File: config.mk
export PLATFORM = sky130hd
export DESIGN_NAME = fifo_occupancy_monitor
export DESIGN_NICKNAME = d
export VERILOG_FILES = /design/src/rtl/fifo_occupancy_monitor.sv
export SDC_FILE = /design/constraint.sdc
export NUM_CORES = 1
export LEC_CHECK = 0
export CAP_MARGIN = 20
export CORE_UTILIZATION = 50
export DETAILED_ROUTE_END_ITERATION = 10
export HOLD_SLACK_MARGIN = 0.03
export PLACE_DENSITY = 0.69
export SYNTH_ARGS = -nofsm -noshare
export SYNTH_HDL_FRONTEND = slang
export SYNTH_SLANG_ARGS = --single-unit
export TNS_END_PERCENT = 50
File: constraint.sdc
create_clock -name ap_clk -period 12.5 [get_ports ap_clk]
set_input_delay 2.5 -clock ap_clk [delete_from_list [all_inputs] [get_ports ap_clk]]
set_output_delay 2.5 -clock ap_clk [all_outputs]
set_load 0.005 [all_outputs]
File: src/rtl/fifo_occupancy_monitor.sv
`default_nettype none
// ============================================================================
// Module   : fifo_occupancy_monitor
// Purpose  : Passive occupancy, watermark, handshake statistics and near-full
//            alarm for a streaming FIFO, readable through a small register port.
// Revision : 1.0
// ============================================================================
module fifo_occupancy_monitor #(
    parameter int COUNT_W  = 14,
    parameter int ALARM_HI = 12288,
    parameter int ALARM_LO = 8192,
    parameter int STAT_W   = 32
) (
    input  logic               ap_clk,
    input  logic               ap_rst,
    input  logic [COUNT_W-1:0] count,
    input  logic               in_tvalid,
    input  logic               in_tready,
    input  logic               out_tvalid,
    input  logic               out_tready,
    input  logic               clear,
    input  logic               rd_en,
    input  logic [2:0]         rd_addr,
    output logic [STAT_W-1:0]  rd_data,
    output logic               rd_valid,
    output logic               alarm
);

    localparam logic [COUNT_W-1:0] c_alarm_hi = COUNT_W'(ALARM_HI);
    localparam logic [COUNT_W-1:0] c_alarm_lo = COUNT_W'(ALARM_LO);
    localparam logic [STAT_W-1:0]  c_stat_max = {STAT_W{1'b1}};
    localparam logic [STAT_W-1:0]  c_stat_one = STAT_W'(1);
    localparam logic [31:0]        c_id       = 32'h464D_0001;
    localparam logic [0:0]         c_st_idle  = 1'b0;
    localparam logic [0:0]         c_st_alarm = 1'b1;

    logic [COUNT_W-1:0] r_count_s;
    logic               r_in_valid_s;
    logic               r_in_ready_s;
    logic               r_out_valid_s;
    logic               r_out_ready_s;
    logic               r_clear_s;

    always_ff @(posedge ap_clk or posedge ap_rst) begin
        if (ap_rst) begin
            r_count_s     <= '0;
            r_in_valid_s  <= 1'b0;
            r_in_ready_s  <= 1'b0;
            r_out_valid_s <= 1'b0;
            r_out_ready_s <= 1'b0;
            r_clear_s     <= 1'b0;
        end else begin
            r_count_s     <= count;
            r_in_valid_s  <= in_tvalid;
            r_in_ready_s  <= in_tready;
            r_out_valid_s <= out_tvalid;
            r_out_ready_s <= out_tready;
            r_clear_s     <= clear;
        end
    end

    // Event index order matches register addresses 2..5.
    logic [3:0] w_event;
    assign w_event = {r_out_valid_s &  r_out_ready_s,
                      r_in_valid_s  &  r_in_ready_s,
                      r_out_ready_s & ~r_out_valid_s,
                      r_in_valid_s  & ~r_in_ready_s};

    logic [STAT_W-1:0]  r_stat [4];
    logic [COUNT_W-1:0] r_watermark;
    logic               r_overflow;
    logic [3:0]         w_reach_max;

    always_comb begin
        w_reach_max = '0;
        for (int i = 0; i < 4; i++) begin
            w_reach_max[i] = w_event[i] && (r_stat[i] == (c_stat_max - c_stat_one));
        end
    end

    // The sampled clear takes priority over the sample taken in the same cycle.
    always_ff @(posedge ap_clk or posedge ap_rst) begin
        if (ap_rst) begin
            for (int i = 0; i < 4; i++) r_stat[i] <= '0;
            r_watermark <= '0;
            r_overflow  <= 1'b0;
        end else if (r_clear_s) begin
            for (int i = 0; i < 4; i++) r_stat[i] <= '0;
            r_watermark <= '0;
            r_overflow  <= 1'b0;
        end else begin
            for (int i = 0; i < 4; i++) begin
                if (w_event[i] && (r_stat[i] != c_stat_max)) begin
                    r_stat[i] <= r_stat[i] + c_stat_one;
                end
            end
            if (r_count_s > r_watermark) r_watermark <= r_count_s;
            if (|w_reach_max) r_overflow <= 1'b1;
        end
    end

    logic [0:0] r_state;
    logic [0:0] w_state_next;

    always_ff @(posedge ap_clk or posedge ap_rst) begin
        if (ap_rst) r_state <= c_st_idle;
        else        r_state <= w_state_next;
    end

    always_comb begin
        w_state_next = r_state;
        case (r_state)
            c_st_idle:  if (r_count_s >= c_alarm_hi) w_state_next = c_st_alarm;
            c_st_alarm: if (r_count_s <= c_alarm_lo) w_state_next = c_st_idle;
            default:    w_state_next = c_st_idle;
        endcase
    end

    assign alarm = (r_state == c_st_alarm);

    logic [STAT_W-1:0] w_rd_mux;

    always_comb begin
        w_rd_mux = '0;
        case (rd_addr)
            3'd0: w_rd_mux = STAT_W'(r_count_s);
            3'd1: w_rd_mux = STAT_W'(r_watermark);
            3'd2: w_rd_mux = r_stat[0];
            3'd3: w_rd_mux = r_stat[1];
            3'd4: w_rd_mux = r_stat[2];
            3'd5: w_rd_mux = r_stat[3];
            3'd6: w_rd_mux = STAT_W'({r_overflow, alarm});
            3'd7: w_rd_mux = STAT_W'(c_id);
            default: w_rd_mux = '0;
        endcase
    end

    // Read strobe is captured straight into the output register.
    always_ff @(posedge ap_clk or posedge ap_rst) begin
        if (ap_rst) begin
            rd_data  <= '0;
            rd_valid <= 1'b0;
        end else begin
            rd_valid <= rd_en;
            if (rd_en) rd_data <= w_rd_mux;
        end
    end

endmodule
`default_nettype wire

==> flow_summary.yaml <==
clock_tree:
  cts_made_buffers: 17
  max-clock-path-buffers: 2
  cts_root_buf: "clkbuf_16"
  cts-htree-levels: 4
  postCtsHoldBufs: 0
  clock_latency_ns: 0.45
  clk_pin_slew_worst_paths_ns: 0.07
  cts_tree: "built"
  cts_resized: 0
  postCtsSetupRepairBufs: 0
  cts.sinks: 196
floorplanning:
  start_util_pct: 51.3
  io_pins: 59
  die_x_um: 152
  coreArea_sq_mm: 0.0220
  die_h_um: 152
  rows: 54
  dieArea_sq_mm: 0.0231
global_routing:
  antenna_found_initial: 0
  overflow: 0
  grt_pass1_vias: 9269
  grt_pass1_wl_um: 52200
  grtUsageTotal_pct: 28.9
  grt_max_degree: 127
routing:
  antenna_left: 0
  drcViolationCount: 5
  totalWireLength_um: 32600
  wl_per_cell_um: 21.0
  firstDrtPassIters: 10
  routed_via_density: 6.57
  num_vias: 10200
  drtIter0Drc: 989
logic_synthesis:
  synth_mux_area_share_pct: 4.89
  synth.avg_cell_area_sq_um: 9.04
  synth_nets: 1294
  synthAdderAreaFrac_pct: 2.44
  yosys.area_share.simple_pct: 23.5
  synth-compound-area-share_pct: 19.5
  netlist.area_leader.share_pct: 43.5
  syn_area_sq_mm: 0.0113
  yosysWarnings: 0
  async_flop_share_pct: 100
  synth_edf_count: 0
  ys.flop_type: "dfrtp_1"
  synthCells: 1247
  synth.ff_latch_count: 196
  synthXorXnorAreaFrac_pct: 1.55
  ys_top_cells_by_area: "dfrtp_1 44%, a21oi_1 4.9%, nand2_1 3.9%"
  synth_area_leader_cell: "dfrtp_1"
  synth_top_family_by_area: "simple AND/OR/NAND/NOR gates"
  synth-seq-area-share_pct: 43.5
  synth_cell_types: 68
setup_path:
  slowest_delay_ns: 0.49
  cp_max_fo: 38
  cp_slowest_cell: "nor2b_1"
  path_common_cell: "buf_4"
  arrival_ns: 4.92
  critical_path.endpoint_type: "flop"
  critPathLaunchType: "primary input"
  cp.required_ns: 12.86
  cp_cell_sequence: "clkdlybuf4s50_1, buf_4, nor2b_2, buf_4, nor2b_1, a22oi_1, a31oi_1"
  worstSetupPathType: "in2reg"
timing:
  fin_skew_ns: 0.0113
  final-setup-viol-count: 0
  tightest_slew_ns: 0.963
  max_freq_ghz: 0.219
  finalMaxSlewViolations: 0
  final.setup.tns_ns: 0
  min_period_ns: 4.56
  hold_viol: 0
  rsz0062_at_grt: "no"
  layout_worst_path_cycle_share_pct: 36.5
  fin_ws_ns: 7.94
  relSlewSlack_pct: 35.7
finish:
  final_nets: 1303
  antenna-diode-count: 0
  final_common_cell: "dfrtp_1"
  drive_above_1_share_pct: 6.94
  final_cell_mix: "195 x dfrtp_1, 116 x nand2_1, 110 x a21oi_1"
  final_area_sq_mm: 0.0125
  synthToLayoutAreaGrowth_pct: 11.1
placed_design:
  place_area_sq_mm: 0.0120
  dp_hpwl_um: 22500
  place_congestion: 0.872
  place_ws_ns: 7.48
  port-buffer-count: 58
power:
  ir_worst_vdd_uv: 69.2
  p_per_area_mw_per_mm2: 108
  p_leak_uw: 0.00474
status:
  violations: "DRC"
  status: "finished with violations"
min_path:
  min_path_type: "reg2reg"
run:
  drv_cap: 0
kinds of logic after synthesis:
family / after synthesis
AND/OR/NAND/NOR: 479
AO/OA/AOI/OAI: 346
flip-flops: 196
buffers and inverters: 131
multiplexers: 53
adder cells (fa/ha/maj): 22
XOR/XNOR: 20
final cells by class:
type | instances | area (sq um)
clock inverters | 13 | 126
inverters | 51 | 199
well taps | 280 | 350
multi-input cells | 920 | 5850
repair buffers | 70 | 656
flip-flops and latches | 196 | 4910
clock buffers | 18 | 429
fillers | 1942 | 9440
state kept, by name, indices dropped and copies added (netlist names):
| register | cells |
|---|---|
| r_stat | 128 |
| rd_data | 32 |
| r_count_s | 14 |
| r_watermark | 14 |
| alarm | 1 |
| r_clear_s | 1 |
| r_in_ready_s | 1 |
| r_in_valid_s | 1 |
| r_out_ready_s | 1 |
| r_out_valid_s | 1 |
| r_overflow | 1 |
| rd_valid | 1 |
routing by layer:
layer / global-route usage (%) / wire [um] / vias to the layer above
met5: 0 / 0 / -
met4: 12.0 / 1190 / 0
met3: 3.91 / 1870 / 62
met2: 45.5 / 15300 / 384
met1: 40.1 / 14200 / 5041
li1: - / - / 4685
cells in the mapped netlist, types with 5 or more instances:
| master | instances |
|---|---|
| buf_2 | 7 |
| nand2_1 | 116 |
| nor2_1 | 70 |
| xnor2_1 | 18 |
| mux2_2 | 16 |
| or3_1 | 43 |
| and4_1 | 20 |
| ha_1 | 22 |
| a21oi_1 | 110 |
| a22oi_1 | 28 |
| and3_1 | 15 |
| inv_1 | 50 |
| nand4_1 | 38 |
| o31ai_1 | 48 |
| a31oi_1 | 12 |
| nor4_1 | 17 |
| clkbuf_1 | 67 |
| mux2i_1 | 37 |
| a31o_2 | 5 |
| or2_2 | 5 |
| nor2b_1 | 18 |
| a211oi_1 | 8 |
| o211ai_1 | 22 |
| o21ai_0 | 74 |
| dfrtp_1 | 196 |
| nor3_1 | 11 |
| nand3_1 | 51 |
| or4_1 | 52 |
| and2_1 | 6 |
final timing paths:
check / slack, ns / from / depth (start not counted) / endpoint
max: 7.94 / rd_addr[1] / 7 / rd_data[15]
min: 0.53 / rd_data[26] / 2 / rd_data[26]
max reg2reg: 9.81 / r_in_ready_s / 6 / r_stat[115]
min reg2reg: 0.53 / rd_data[26] / 2 / rd_data[26]
max in group asynchronous: 8.24 / ap_rst / 3 / r_clear_s
min in group asynchronous: 2.62 / ap_rst / 2 / r_stat[91]
worst max-delay path: cells and delay by family:
kind	cells	cell delay [ns]
AO/OA/AOI/OAI	2	0.37
buffers and inverters	3	1.18
AND/OR/NAND/NOR	2	0.84
power breakdown:
group / leakage (uW) / total (uW) / internal (uW) / switching [uW]
Clock: 0.000265 / 539 / 277 / 262
Sequential: 0.00263 / 681 / 654 / 27.8
Combinational: 0.00185 / 129 / 56.1 / 73.3
Total: 0.00474 / 1350 / 987 / 363
metrics by stage:
| stage | hold slack, ns | power (uW) | utilization (%) | instances |
|---|---|---|---|---|
| after floorplan | 0.474 | 762 | - | 1247 |
| after global placement | 0.501 | 819 | 54.5 | 1517 |
| after detailed placement | 0.514 | 823 | 54.5 | 1517 |
| after CTS | 0.531 | 1360 | 57.0 | 1548 |
| after global routing | 0.557 | 1400 | 57.0 | 1548 |
| final | 0.529 | 1350 | 57.0 | 1548 |
(Power assumes the default switching activity.)
